File: config.mk
export PLATFORM = sky130hd
export DESIGN_NAME = vga_output_pipe
export DESIGN_NICKNAME = d
export VERILOG_FILES = /design/src/rtl/vga_out_pkg.sv /design/src/rtl/vga_delay_line.sv /design/src/rtl/vga_output_pipe.sv
export SDC_FILE = /design/constraint.sdc
export NUM_CORES = 1
export LEC_CHECK = 0
export ABC_AREA = 1
export ABC_CLOCK_PERIOD_IN_PS = 1700
export BUFFER_PORTS_ARGS = -buffer_cell sky130_fd_sc_hd__buf_4
export CAP_MARGIN = 20
export CORE_MARGIN = 3
export CORE_UTILIZATION = 30
export DETAILED_ROUTE_END_ITERATION = 6
export PLACE_DENSITY = 0.54
export SYNTH_ARGS = -nofsm -noshare
export SYNTH_HDL_FRONTEND = slang
export SYNTH_HIERARCHICAL = 1
export SYNTH_SLANG_ARGS = --single-unit
File: constraint.sdc
create_clock -name clk -period 1.7 [get_ports clk]
set_clock_uncertainty 0.2 [all_clocks]
set_input_delay 0 -clock clk [delete_from_list [all_inputs] [get_ports clk]]
set_output_delay 0 -clock clk [all_outputs]
set_load 0.01 [all_outputs]
File: src/rtl/vga_out_pkg.sv
// Shared constants for the VGA output stage: mode encodings and delay-word layout.
package vga_out_pkg;

  // Output modes selected through i_mode
  localparam logic [1:0] MODE_PASS   = 2'd0;
  localparam logic [1:0] MODE_GATE   = 2'd1;
  localparam logic [1:0] MODE_SOLID  = 2'd2;
  localparam logic [1:0] MODE_INVERT = 2'd3;

  // Delay word = {rgb, hsync_n, vsync_n, hblank, vblank}
  localparam int unsigned RGB_BITS_DEF = 6;
  localparam int unsigned VGA_CTRL_W   = 4;
  localparam int unsigned VGA_WORD_W   = RGB_BITS_DEF + VGA_CTRL_W;

  // Idle control bits: syncs deasserted (high), blanking asserted
  localparam logic [VGA_CTRL_W-1:0] VGA_CTRL_RST = 4'b1111;
  localparam logic [VGA_WORD_W-1:0] VGA_WORD_RST = {RGB_BITS_DEF'(0), VGA_CTRL_RST};

  // Word width for a non-default colour bus
  function automatic int unsigned vga_word_w(input int unsigned rgb_bits);
    return rgb_bits + VGA_CTRL_W;
  endfunction

endpackage

File: src/rtl/vga_delay_line.sv
// Fixed-depth shift register of video words with a runtime tap select (tap 0 = input).
module vga_delay_line #(
  parameter int unsigned     W        = 10,
  parameter int unsigned     DEPTH    = 3,
  parameter logic [W-1:0]    RST_WORD = '0,
  localparam int unsigned    SW       = $clog2(DEPTH + 1)
) (
  input  logic          clk,
  input  logic          rst_n,
  input  logic [W-1:0]  i_word,
  input  logic [SW-1:0] i_sel,
  output logic [W-1:0]  o_word
);

  logic [W-1:0] stage_q [DEPTH];
  logic [W-1:0] stage_d [DEPTH];

  // Next-state: every stage takes the one before it
  always_comb begin
    stage_d[0] = i_word;
    for (int unsigned k = 1; k < DEPTH; k++) begin
      stage_d[k] = stage_q[k-1];
    end
  end

  // Stage registers, reset to the idle word
  always_ff @(posedge clk or negedge rst_n) begin
    if (!rst_n) begin
      for (int unsigned k = 0; k < DEPTH; k++) begin
        stage_q[k] <= RST_WORD;
      end
    end else begin
      for (int unsigned k = 0; k < DEPTH; k++) begin
        stage_q[k] <= stage_d[k];
      end
    end
  end

  // Tap mux: select 0 bypasses, select k returns stage k
  always_comb begin
    o_word = i_word;
    for (int unsigned k = 1; k <= DEPTH; k++) begin
      if (i_sel == SW'(k)) begin
        o_word = stage_q[k-1];
      end
    end
  end

endmodule

File: src/rtl/vga_output_pipe.sv
// VGA output stage: colour mode front-end, aligned delay line, vsync-latched config, frame counter.
module vga_output_pipe
  import vga_out_pkg::*;
#(
  parameter int unsigned  RGB_BITS   = 6,
  parameter int unsigned  DELAY_MAX  = 3,
  parameter int unsigned  FRAME_BITS = 8,
  localparam int unsigned DW         = $clog2(DELAY_MAX + 1)
) (
  input  logic                  clk,
  input  logic                  rst_n,
  input  logic [RGB_BITS-1:0]   i_rgb,
  input  logic                  i_hsync_n,
  input  logic                  i_vsync_n,
  input  logic                  i_hblank,
  input  logic                  i_vblank,
  input  logic [DW-1:0]         i_delay,
  input  logic [1:0]            i_mode,
  input  logic [RGB_BITS-1:0]   i_solid_rgb,
  output logic [RGB_BITS-1:0]   o_rgb,
  output logic                  o_hsync_n,
  output logic                  o_vsync_n,
  output logic                  o_hblank,
  output logic                  o_vblank,
  output logic [FRAME_BITS-1:0] o_frame,
  output logic                  o_cfg_pending
);

  localparam int unsigned      WW       = vga_word_w(RGB_BITS);
  localparam logic [WW-1:0]    WORD_RST = {RGB_BITS'(0), VGA_CTRL_RST};

  logic                  vsync_prev_q, vsync_prev_d;
  logic [DW-1:0]         delay_q, delay_d;
  logic [1:0]            mode_q, mode_d;
  logic [FRAME_BITS-1:0] frame_q, frame_d;

  logic                  vsync_start_c;
  logic [DW-1:0]         delay_req_c;
  logic                  blank_c;
  logic [RGB_BITS-1:0]   fe_rgb_c;
  logic [WW-1:0]         fe_word_c;
  logic [WW-1:0]         tap_word_c;

  // Requested depth, clamped to the deepest implemented stage
  always_comb begin
    delay_req_c = i_delay;
    if (32'(i_delay) > DELAY_MAX) begin
      delay_req_c = DW'(DELAY_MAX);
    end
  end

  // Falling edge of vsync latches the requested config and counts the frame
  always_comb begin
    vsync_prev_d  = i_vsync_n;
    delay_d       = delay_q;
    mode_d        = mode_q;
    frame_d       = frame_q;
    vsync_start_c = !i_vsync_n && vsync_prev_q;
    if (vsync_start_c) begin
      delay_d = delay_req_c;
      mode_d  = i_mode;
      frame_d = frame_q + FRAME_BITS'(1);
    end
  end

  // Shadow config, vsync edge detector and frame counter
  always_ff @(posedge clk or negedge rst_n) begin
    if (!rst_n) begin
      vsync_prev_q <= 1'b1;
      delay_q      <= '0;
      mode_q       <= MODE_PASS;
      frame_q      <= '0;
    end else begin
      vsync_prev_q <= vsync_prev_d;
      delay_q      <= delay_d;
      mode_q       <= mode_d;
      frame_q      <= frame_d;
    end
  end

  // Colour front-end under the active mode; syncs and blanks pass untouched
  always_comb begin
    blank_c  = i_hblank | i_vblank;
    fe_rgb_c = i_rgb;
    case (mode_q)
      MODE_PASS:   fe_rgb_c = i_rgb;
      MODE_GATE:   fe_rgb_c = blank_c ? '0 : i_rgb;
      MODE_SOLID:  fe_rgb_c = blank_c ? '0 : i_solid_rgb;
      MODE_INVERT: fe_rgb_c = blank_c ? '0 : ~i_rgb;
    endcase
    fe_word_c = {fe_rgb_c, i_hsync_n, i_vsync_n, i_hblank, i_vblank};
  end

  vga_delay_line #(
    .W        (WW),
    .DEPTH    (DELAY_MAX),
    .RST_WORD (WORD_RST)
  ) u_delay (
    .clk    (clk),
    .rst_n  (rst_n),
    .i_word (fe_word_c),
    .i_sel  (delay_q),
    .o_word (tap_word_c)
  );

  assign {o_rgb, o_hsync_n, o_vsync_n, o_hblank, o_vblank} = tap_word_c;
  assign o_frame       = frame_q;
  assign o_cfg_pending = (delay_req_c != delay_q) || (i_mode != mode_q);

endmodule

==> summary.txt, run 1 <==
die area -> 7730 µm²
top achievable clock speed -> 536 MHz
Core Box Area -> 6420 µm²
initial DRC count -> 59
Synth area leader -> dfrtp_1
post-DR vias/cell -> 4.31
I/O pin total -> 41
Setup WS post-layout -> -0.165 ns
Root Buffer -> clkbuf_8
Area Growth Syn to Fin -> 48.2%
crit-path cells -> clkinv_4, o21bai_4, buf_6, o21ai_4, inv_1, nand3_1, nand3_1, nand2_1, buf_6
CTS H-tree lvls -> 2
leakage -> 0.00148 µW
failing checks -> hold timing, setup timing
post-synthesis mux area share -> 0
antenna viol nets, final -> 0
Worst Setup EP -> o_rgb[0]
fin nets -> 334
Worst-Margin Slew -> 0.535 ns
Fin. Hold Viols -> 4
reg2reg setup slack -> 0.19 ns
CP Launch Point -> mode_q[0]
Critical Path Start Type -> flip-flop
simple-gate share of the synthesized area -> 0.279
Max-slew headroom -> 0.643
Overflow after GRT -> 0
Final Wtd Congestion -> 0.734
Setup CP Type -> reg2out
synth top area cells -> dfrtp_1 37%, dfstp_2 17%, nand2_1 16%, nand3_1 5.7%, inv_1 5.0%
TritonCTS clock tree -> done
worst reg2reg path startpoint -> mode_q[0]
pin count of the biggest net entering global routing -> 44
Crit. path cell count -> 9
number of global-route vias before repair -> 1629
initial antenna violation count -> 0
Initial Utilization -> 0.313
Die Y -> 87.9 µm
CTS clk-pin slew, worst paths -> 0.09 ns
post-synth net total -> 255
largest family of logic cells by synthesized area -> simple AND/OR/NAND/NOR gates
unrepaired setup endpoints after global routing -> yes
ys async rst share -> 1.00
# fillers -> 619
Critical Path RT -> 1.50 ns
Post-synth EDFFs -> 0
DR WL/cell -> 12.0 µm
share of cells above drive strength 1 -> 0.391
Mapped Cells -> 232
top post-synthesis cells by count -> 87 x nand2_1, 30 x dfrtp_1, 27 x inv_1
area of the mapped netlist -> 2010 µm²
drt pass-1 iters -> 4
Unique masters post-synth -> 26
clk sinks -> 43
depth of the most critical reg-to-reg path -> 6
CP Buf/Inv Count -> 4
share of the synthesized area in the top cell type -> 0.373
Post-Synth Adder-Cell Area -> 0.00622
final setup fails -> 6
dominant cell by count in the synthesized netlist -> nand2_1
max incr delay on CP -> 0.45 ns
Critical-path top delay cell -> dfrtp_2
setup total negative slack -> -0.792 ns
Max-Cap Viols -> 0
antenna cell count -> 0
final wirelength -> 4.66 mm
DP HPWL -> 3.11 mm
pwr/cell area -> 1040 nW/µm²
first-pass GRT wire length -> 7.78 mm
most used flip-flop cell after synthesis -> dfrtp_1
die width -> 87.9 µm
Post-CTS Hold Buffers -> 18
Total GRT Usage -> 0.131
r2r endpoint -> u_delay/stage_d[14]
# DRC -> 0
Yosys reg bits -> 43
Max Slew Vio Count -> 0
Critical Path Fanout Max -> 8
Clock Latency Late Sink -> 0.29 ns
status -> finished, violations left
xor and xnor fraction of the mapped netlist area -> 0.0348
Hold Crit Class -> in2reg
YS warnings -> 6
Hold WS -> -0.373 ns
Row Count -> 29
delay-heaviest family, CP -> buffers and inverters
Avg Cell Area, Syn -> 8.68 µm²
final period utilization -> 1.10
fin crit period -> 1.87 ns
VDD IR max -> 0.339 mV
via count -> 1677
count of buffers from port buffering -> 40
crit end category -> output pin
maximum clock path buffer count -> 2
CTS Buf Count -> 5
post-synthesis compound-gate area fraction -> 0.0622
Worst EP arrival -> 1.67 ns
sequential area share after synthesis -> 0.543
metrics by stage:
stage / instance area, µm² / worst slack [ns] / util / std cells / power [µW]
6_report: 2980 / -0.165 / 0.464 / 389 / 3110
5_1_grt: 2980 / -0.269 / 0.464 / 389 / 3340
4_1_cts: 2810 / -0.163 / 0.437 / 385 / 3040
3_5_place_dp: 2420 / 0.0852 / 0.376 / 350 / 2140
3_3_place_gp: 2420 / 0.104 / 0.376 / 350 / 2130
2_1_floorplan: 2010 / 0.366 / - / 232 / 1770
repair_timing:
| action | in CTS | in global routing |
|---|---|---|
| setup buffers | 9 | 4 |
| pin swaps | 2 | 16 |
| gates resized for setup | 8 | 38 |
| endpoints found under the setup margin | 9 | 10 |
| hold endpoints to repair | 61 | 4 |
flip-flops by register name, indices dropped and copies added (netlist names):
name and flops:
mode_q 2, delay_q 2, u_delay/stage_q 10, o_frame 8, vsync_prev_q 1, u_delay/stage_d 20
worst min path at each step:
stage,startpoint,endpoint,cells past startpoint
after floorplan,rst_n,delay_q[0],0
after global placement,rst_n,u_delay/stage_q[8],1
after detailed placement,rst_n,u_delay/stage_q[6],1
after CTS,i_hblank,u_delay/stage_d[11],1
after global routing,i_hblank,u_delay/stage_d[11],1
final,i_hblank,u_delay/stage_d[11],1
where the power goes:
group | internal [µW] | leakage (µW) | total (µW) | switching [µW]
combinational | 496 | 0.000911 | 1010 | 513
clock | 438 | 0.0000581 | 796 | 358
sequential | 1180 | 0.000516 | 1310 | 124
area by class of cell:
class / instances / area [µm²] / share of cell area
clock buffer: 5 / 68.8 / 0.0231
sequential: 43 / 1100 / 0.367
multi-input combinational: 152 / 886 / 0.297
clock inverter: 3 / 43.8 / 0.0147
timing repair buffer: 75 / 653 / 0.219
inverter: 34 / 139 / 0.0466
tap: 77 / 96.3 / 0.0323
placed cells by master (no fill, tap or decap):
master         count
dfrtp_1           27
or2_0              2
dfrtp_2            3
nand2_1           81
nor2_1             3
clkbuf_8           5
inv_2              6
nand3b_1           2
nand2_2            8
o21ai_1            6
xor2_1             4
buf_4             45
buf_6             12
ha_1               1
inv_4              1
nor2_2             1
clkinv_2           1
nand2_4            3
clkinv_4           2
dfstp_2           13
nand4_1            1
dlygate4sd3_1     18
inv_1             24
o21a_4             1
o21ai_4            5
nor3_4             2
o21bai_4           1
nand3_2            8
o21ai_0            1
nand3_1           15
clkinvlp_4         1
clkinv_1           1
xnor2_1            4
bufinv_16          1
o21ai_2            3
cell families (layout without fill, tap and decap cells):
logic type,after synthesis,in the layout
compound gates,17,17
xor+xnor,8,8
fa+ha+maj,1,1
buf+inv,37,117
flops,43,43
simple gates,126,126
per-layer routing:
layer  track usage  share of wire
met5             0              0
met4        0.0460          0.012
met3        0.0339          0.030
met2         0.203           0.49
met1         0.179           0.47
(Power assumes the default switching activity.)
==> run 2, diff against run 1 <==
- ABC_AREA: 1 -> unset
- TNS_END_PERCENT: unset -> 20
==> summary.txt, run 2 <==
Synth area leader -> dfrtp_1
I/O pin total -> 41 (unchanged)
antenna viol nets, final -> 0 (unchanged)
DP HPWL -> 2.80 mm (-10%)
initial DRC count -> 40 (-32%)
Root Buffer -> clkbuf_8
Avg Cell Area, Syn -> 14.4 µm² (+67%)
Row Count -> 27 (-6.9%)
clk sinks -> 43 (unchanged)
antenna cell count -> 0 (unchanged)
YS warnings -> 6 (unchanged)
max incr delay on CP -> 0.47 ns (+0.02 ns)
first-pass GRT wire length -> 7.00 mm (-10%)
Initial Utilization -> 0.318 (+0.00413)
Hold WS -> -0.0818 ns (+0.291 ns)
CTS Buf Count -> 5 (unchanged)
initial antenna violation count -> 0 (unchanged)
delay-heaviest family, CP -> multiplexers
most frequent cells in the layout -> 41 x buf_4, 27 x dfrtp_1, 15 x dlygate4sd3_1, 14 x buf_6
area of the mapped netlist -> 1790 µm² (-11%)
drt pass-1 iters -> 4 (unchanged)
CTS clk-pin slew, worst paths -> 0.07 ns (-0.02 ns)
final wirelength -> 4.08 mm (-13%)
Hold Crit Class -> in2reg
pin count of the biggest net entering global routing -> 44 (unchanged)
synth top area cells -> dfrtp_1 42%, dfstp_2 19%, mux4_2 13%, xnor2_1 3.9%, mux2_1 3.1%
Area Growth Syn to Fin -> 45.8%
ys async rst share -> 1.00 (unchanged)
Die Y -> 83.3 µm (-5.3%)
Max-slew headroom -> 0.647 (+0.00424)
die area -> 6940 µm² (-10%)
max reg flops -> 20 (unchanged)
number of global-route vias before repair -> 1441 (-12%)
DR WL/cell -> 15.1 µm (+27%)
Setup CP Type -> reg2out
Crit. path cell count -> 6 (-3)
Yosys reg bits -> 43 (unchanged)
top post-synthesis cells by count -> 30 x dfrtp_1, 13 x dfstp_2, 13 x nand2_1
final period utilization -> 1.23 (+0.135)
top achievable clock speed -> 477 MHz (-11%)
CTS H-tree lvls -> 2 (unchanged)
most common cell after layout, fill and taps aside -> buf_4
crit-path cells -> buf_6, or2_1, a21boi_2, o21ai_2, mux4_2, buf_6
TritonCTS clock tree -> done
Final Wtd Congestion -> 0.764 (+4.2%)
r2r endpoint -> mode_q[0]
maximum clock path buffer count -> 2 (unchanged)
via count -> 1237 (-26%)
worst reg2reg path startpoint -> vsync_prev_q
share of the synthesized area in the top cell type -> 0.419 (+0.0461)
share of cells above drive strength 1 -> 0.492 (+0.101)
CP Buf/Inv Count -> 2 (-2)
Max Slew Vio Count -> 0 (unchanged)
Unique masters post-synth -> 23 (-12%)
Post-CTS Hold Buffers -> 15 (-3)
Post-synth EDFFs -> 0 (unchanged)
Total GRT Usage -> 0.128 (-0.00358)
Overflow after GRT -> 0 (unchanged)
Worst EP arrival -> 1.89 ns (+0.22 ns)
VDD IR max -> 0.491 mV (+45%)
Critical Path Start Type -> flip-flop
count of buffers from port buffering -> 40 (unchanged)
Setup WS pre-CTS -> -0.107 ns (-0.192 ns)
dominant cell by count in the synthesized netlist -> dfrtp_1
pwr/cell area -> 1150 nW/µm² (+10%)
final core occ -> 0.463 (-0.00137)
fin nets -> 219 (-34%)
Critical Path RT -> 1.50 ns (about the same)
Clock Latency Late Sink -> 0.29 ns (about the same)
Critical-path top delay cell -> mux4_2
Worst-Margin Slew -> 0.529 ns (-0.00636 ns)
post-DR vias/cell -> 4.60 (+6.7%)
crit end category -> output pin
Fin. Hold Viols -> 4 (unchanged)
final setup fails -> 7 (+1)
Max-Cap Viols -> 0 (unchanged)
sequential area share after synthesis -> 0.610 (+0.0671)
Worst Setup EP -> o_rgb[5]
status -> finished, violations left
fin crit period -> 2.09 ns (+0.230 ns)
CP Launch Point -> mode_q[0]
leakage -> 0.00115 µW (-22%)
die width -> 83.3 µm (-5.3%)
Critical Path Fanout Max -> 7 (-1)
depth of the most critical reg-to-reg path -> 3 (-3)
failing checks -> hold timing, setup timing
post-synth net total -> 147 (-42%)
# DRC -> 0 (unchanged)
Core Box Area -> 5640 µm² (-12%)
Mapped Cells -> 124 (-47%)
CP most frequent cell -> buf_6
most used flip-flop cell after synthesis -> dfrtp_1
reg2reg setup slack -> 0.18 ns (about the same)
unrepaired setup endpoints after global routing -> yes
Setup WS post-layout -> -0.395 ns (-0.230 ns)
[run 2: cell count changes in the layout (fill, tap and decap cells not counted), sizes merged, moves of 4 or more]
cell / previous run / this run
a21boi: 0 / 6
inv: 31 / 0
mux2: 0 / 5
mux4: 0 / 10
nand2: 92 / 13
nand3: 23 / 1
or2: 2 / 6
xnor2: 4 / 8
[run 2: tightest hold or removal path: stages]
cell and delay (ns):
buf_4 0.08, or2_1 0.10, a21boi_2 0.05, o21ai_2 0.14
[run 2: timing repair]
action	in CTS	in global routing
endpoints found under the setup margin	10	12
setup buffers	3	1
endpoints found under the hold margin	60	4
resized for setup	14	11
pin swaps	15	6
[run 2: how the worst min path moves through the flow]
stage | start | endpoint | slack [ns] | cells after the start
floorplan | rst_n | delay_q[0] | -0.50 | 0
global placement | rst_n | u_delay/stage_q[5] | -0.20 | 1
detailed placement | rst_n | u_delay/stage_q[4] | -0.18 | 1
CTS | i_solid_rgb[0] | u_delay/stage_d[14] | -0.06 | 4
global route | i_solid_rgb[5] | u_delay/stage_d[19] | -0.07 | 4
finish | i_solid_rgb[4] | u_delay/stage_d[18] | -0.08 | 4
[run 2: layout make-up]
| cell class | instances | area, µm² |
|---|---|---|
| fillers | 504 | 3030 |
| well taps | 72 | 90.1 |
| clock inverters | 2 | 35.0 |
| repair buffers | 70 | 616 |
| multi-input cells | 76 | 693 |
| clock buffers | 6 | 82.6 |
| flip-flops and latches | 43 | 1100 |
[run 2: cell families after synthesis]
| group | Yosys count | share of synthesized area |
|---|---|---|
| fa+ha+maj | 1 | 0.00698 |
| flops | 43 | 0.610 |
| simple gates | 31 | 0.0964 |
| mux | 15 | 0.157 |
| xor+xnor | 11 | 0.0538 |
| buf+inv | 5 | 0.0175 |
| compound gates | 18 | 0.0587 |
[run 2: power breakdown]
part | switching (µW) | leakage [µW] | internal (µW) | total, µW
combinational | 314 | 0.000577 | 505 | 818
sequential | 181 | 0.000513 | 1190 | 1370
clock | 332 | 0.0000612 | 475 | 808
[run 2: per-layer routing]
layer | wire length (µm) | vias up | global-route usage
met5 | 0 | - | 0
met4 | 44 | 0 | 0.0401
met3 | 243 | 7 | 0.0417
met2 | 2020 | 34 | 0.208
met1 | 1770 | 613 | 0.161
li1 | - | 583 | -
[run 2: metrics by stage]
step                setup TNS [ns]  total power (µW)  hold WS [ns]  instances  area (µm²)
floorplan                        0              1700        -0.496        124        1790
global placement            -0.290              2060        -0.197        242        2230
detailed placement          -0.477              2100        -0.181        242        2230
CTS                          -2.09              3000       -0.0647        268        2560
global route                 -2.77              3180       -0.0685        269        2610
finish                       -1.95              3000       -0.0818        269        2610
==> run 3, diff against run 2 <==
--- a/config.mk
+++ b/config.mk
@@ -10,7 +10,7 @@
 export CAP_MARGIN = 20
 export CORE_MARGIN = 3
-export CORE_UTILIZATION = 30
+export CORE_UTILIZATION = 52
 export DETAILED_ROUTE_END_ITERATION = 6
-export PLACE_DENSITY = 0.54
+export PLACE_DENSITY = 0.82
 export SYNTH_ARGS = -nofsm -noshare
 export SYNTH_HDL_FRONTEND = slang
==> constraint.sdc (replaced) <==
create_clock -name clk -period 1.7 [get_ports clk]
set_clock_uncertainty 0.2 [all_clocks]
set_input_delay 0.085 -clock clk [delete_from_list [all_inputs] [get_ports clk]]
set_output_delay 0.085 -clock clk [all_outputs]
set_load 0.01 [all_outputs]
==> summary.txt, run 3 (synthesis gave the netlist of run 2 again) <==
status -> finished, violations left
failing checks -> hold timing, setup timing
Critical Path Fanout Max -> 9 (+2)
setup total negative slack -> -3.73 ns (-1.78 ns)
die area -> 4190 µm² (-40%)
Die Y -> 64.7 µm (-22%)
number of global-route vias before repair -> 1388 (-3.7%)
Overflow after GRT -> 0 (unchanged)
fin crit period -> 2.21 ns (+0.120 ns)
clk sinks -> 43 (unchanged)
initial DRC count -> 63 (+57%)
Total GRT Usage -> 0.214 (+0.0860)
# fillers -> 220 (-56%)
Hold Crit Class -> in2reg
max reg flops -> 20 (unchanged)
Max-Cap Viols -> 0 (unchanged)
maximum clock path buffer count -> 2 (unchanged)
DR WL/cell -> 16.7 µm (+10%)
TritonCTS clock tree -> done
via count -> 1238 (+0.081%)
unrepaired setup endpoints after global routing -> yes
post-DR vias/cell -> 5.38 (+17%)
most common cell after layout, fill and taps aside -> buf_4
Clock Latency Late Sink -> 0.34 ns (+0.05 ns)
Max-slew headroom -> 0.643 (-0.00407)
final core occ -> 0.755 (+0.292)
CTS Buf Count -> 5 (unchanged)
VDD IR max -> 0.656 mV (+33%)
pin count of the biggest net entering global routing -> 44 (unchanged)
r2r endpoint -> mode_q[1]
Hold WS -> -0.196 ns (-0.114 ns)
Row Count -> 20 (-26%)
first-pass GRT wire length -> 6.58 mm (-6.0%)
worst reg2reg path startpoint -> vsync_prev_q
wire length on met2 -> 2.18 mm (+8.1%)
CTS H-tree lvls -> 2 (unchanged)
Max Slew Vio Count -> 0 (unchanged)
Core Box Area -> 3180 µm² (-44%)
Root Buffer -> clkbuf_4
I/O pin total -> 41 (unchanged)
leakage -> 0.00106 µW (-7.5%)
reg2reg setup slack -> 0.19 ns (about the same)
initial antenna violation count -> 0 (unchanged)
share of cells above drive strength 1 -> 0.468 (-0.0246)
Critical Path RT -> 1.41 ns (-0.09 ns)
Final Wtd Congestion -> 0.780 (+2.1%)
drt pass-1 iters -> 5 (+1)
Critical Path Start Type -> flip-flop
count of buffers from port buffering -> 40 (unchanged)
final period utilization -> 1.30 (+0.0705)
Initial Utilization -> 0.564 (+0.246)
crit end category -> output pin
DP HPWL -> 2.49 mm (-11%)
Worst EP arrival -> 1.93 ns (+0.04 ns)
top achievable clock speed -> 452 MHz (-5.4%)
Met3 Wirelength -> 179 µm (-26%)
M1 wire length -> 1.40 mm (-21%)
most frequent cells in the layout -> 40 x buf_4, 28 x dfrtp_1, 13 x nand2_1, 13 x dfstp_2, 10 x mux4_2
antenna viol nets, final -> 0 (unchanged)
Setup WS post-layout -> -0.515 ns (-0.120 ns)
Fin. Hold Viols -> 6 (+2)
Hold Path Cell Cnt -> 3 (-1)
final setup fails -> 11 (+4)
Area Growth Syn to Fin -> 33.9%
Tot Pwr -> 2590 µW (-14%)
die width -> 64.7 µm (-22%)
pwr/cell area -> 1080 nW/µm² (-5.9%)
Setup CP Type -> reg2out
fin nets -> 208 (-5.0%)
antenna cell count -> 0 (unchanged)
# DRC -> 0 (unchanged)
Worst-Margin Slew -> 0.535 ns (+0.00610 ns)
hold endpoint -> u_delay/stage_d[16]
Hold Path Origin -> i_rgb[2]
Post-CTS Hold Buffers -> 9 (-6)
depth of the most critical reg-to-reg path -> 3 (unchanged)
final wirelength -> 3.85 mm (-5.5%)
CTS clk-pin slew, worst paths -> 0.11 ns (+0.04 ns)
max layer used -> met4
==> run 3: cell types whose count changed in the layout (fill, tap and decap cells not counted), moves of 3 or more <==
cell,delta
buf_6,-5
clkbuf_1,+3
clkbuf_4,+5
dlygate4sd3_1,-6
clkbuf_8,-6
==> run 3: worst max-delay path, stage by stage (launching register included) <==
cell	delay, ns
dfrtp_2	0.46
or2_1	0.24
a21boi_1	0.15
o21ai_1	0.10
mux4_2	0.49
buf_4	0.16
==> run 3: worst max-delay path by stage <==
stage	from	to	cells past startpoint
finish	mode_q[0]	o_rgb[3]	5
floorplan	mode_q[0]	o_rgb[2]	5
CTS	mode_q[0]	o_rgb[2]	5
global placement	mode_q[0]	o_rgb[4]	5
detailed placement	mode_q[0]	o_rgb[3]	5
global route	mode_q[0]	o_rgb[5]	5
==> run 3: report_power, final <==
| part | leakage [µW] | switching [µW] | internal (µW) |
|---|---|---|---|
| Combinational | 0.000524 | 307 | 471 |
| Clock | 0.0000265 | 275 | 165 |
| Sequential | 0.000514 | 183 | 1190 |
==> run 3: cell type report <==
cell class              instances  area, µm²  area share
flip-flops and latches         43       1090       0.456
repair buffers                 59        512       0.213
clock buffers                   8       48.8      0.0203
multi-input cells              76        688       0.287
well taps                      44       55.1      0.0230
==> run 3: what timing repair did <==
action	CTS	global route
buffers inserted	2	0
setup endpoints to repair	11	11
pin swaps	7	3
gates resized for setup	11	5
endpoints found under the hold margin	60	6
==> run 3: through the flow <==
step                      instance area (µm²)  worst slack, ns  hold slack (ns)  std cells
after floorplan                          1800          0.00128           -0.411        124
after global routing                     2400           -0.649           -0.216        230
final                                    2400           -0.515           -0.196        230
after detailed placement                 2190           -0.195           -0.112        211
after CTS                                2380           -0.539           -0.189        230
after global placement                   2190           -0.169           -0.114        211
==> run 3: metal layers <==
layer / vias up / GRT usage
li1: 559 / -
met4: 0 / 0.100
met1: 622 / 0.233
met2: 46 / 0.390
met5: - / 0
met3: 11 / 0.0485
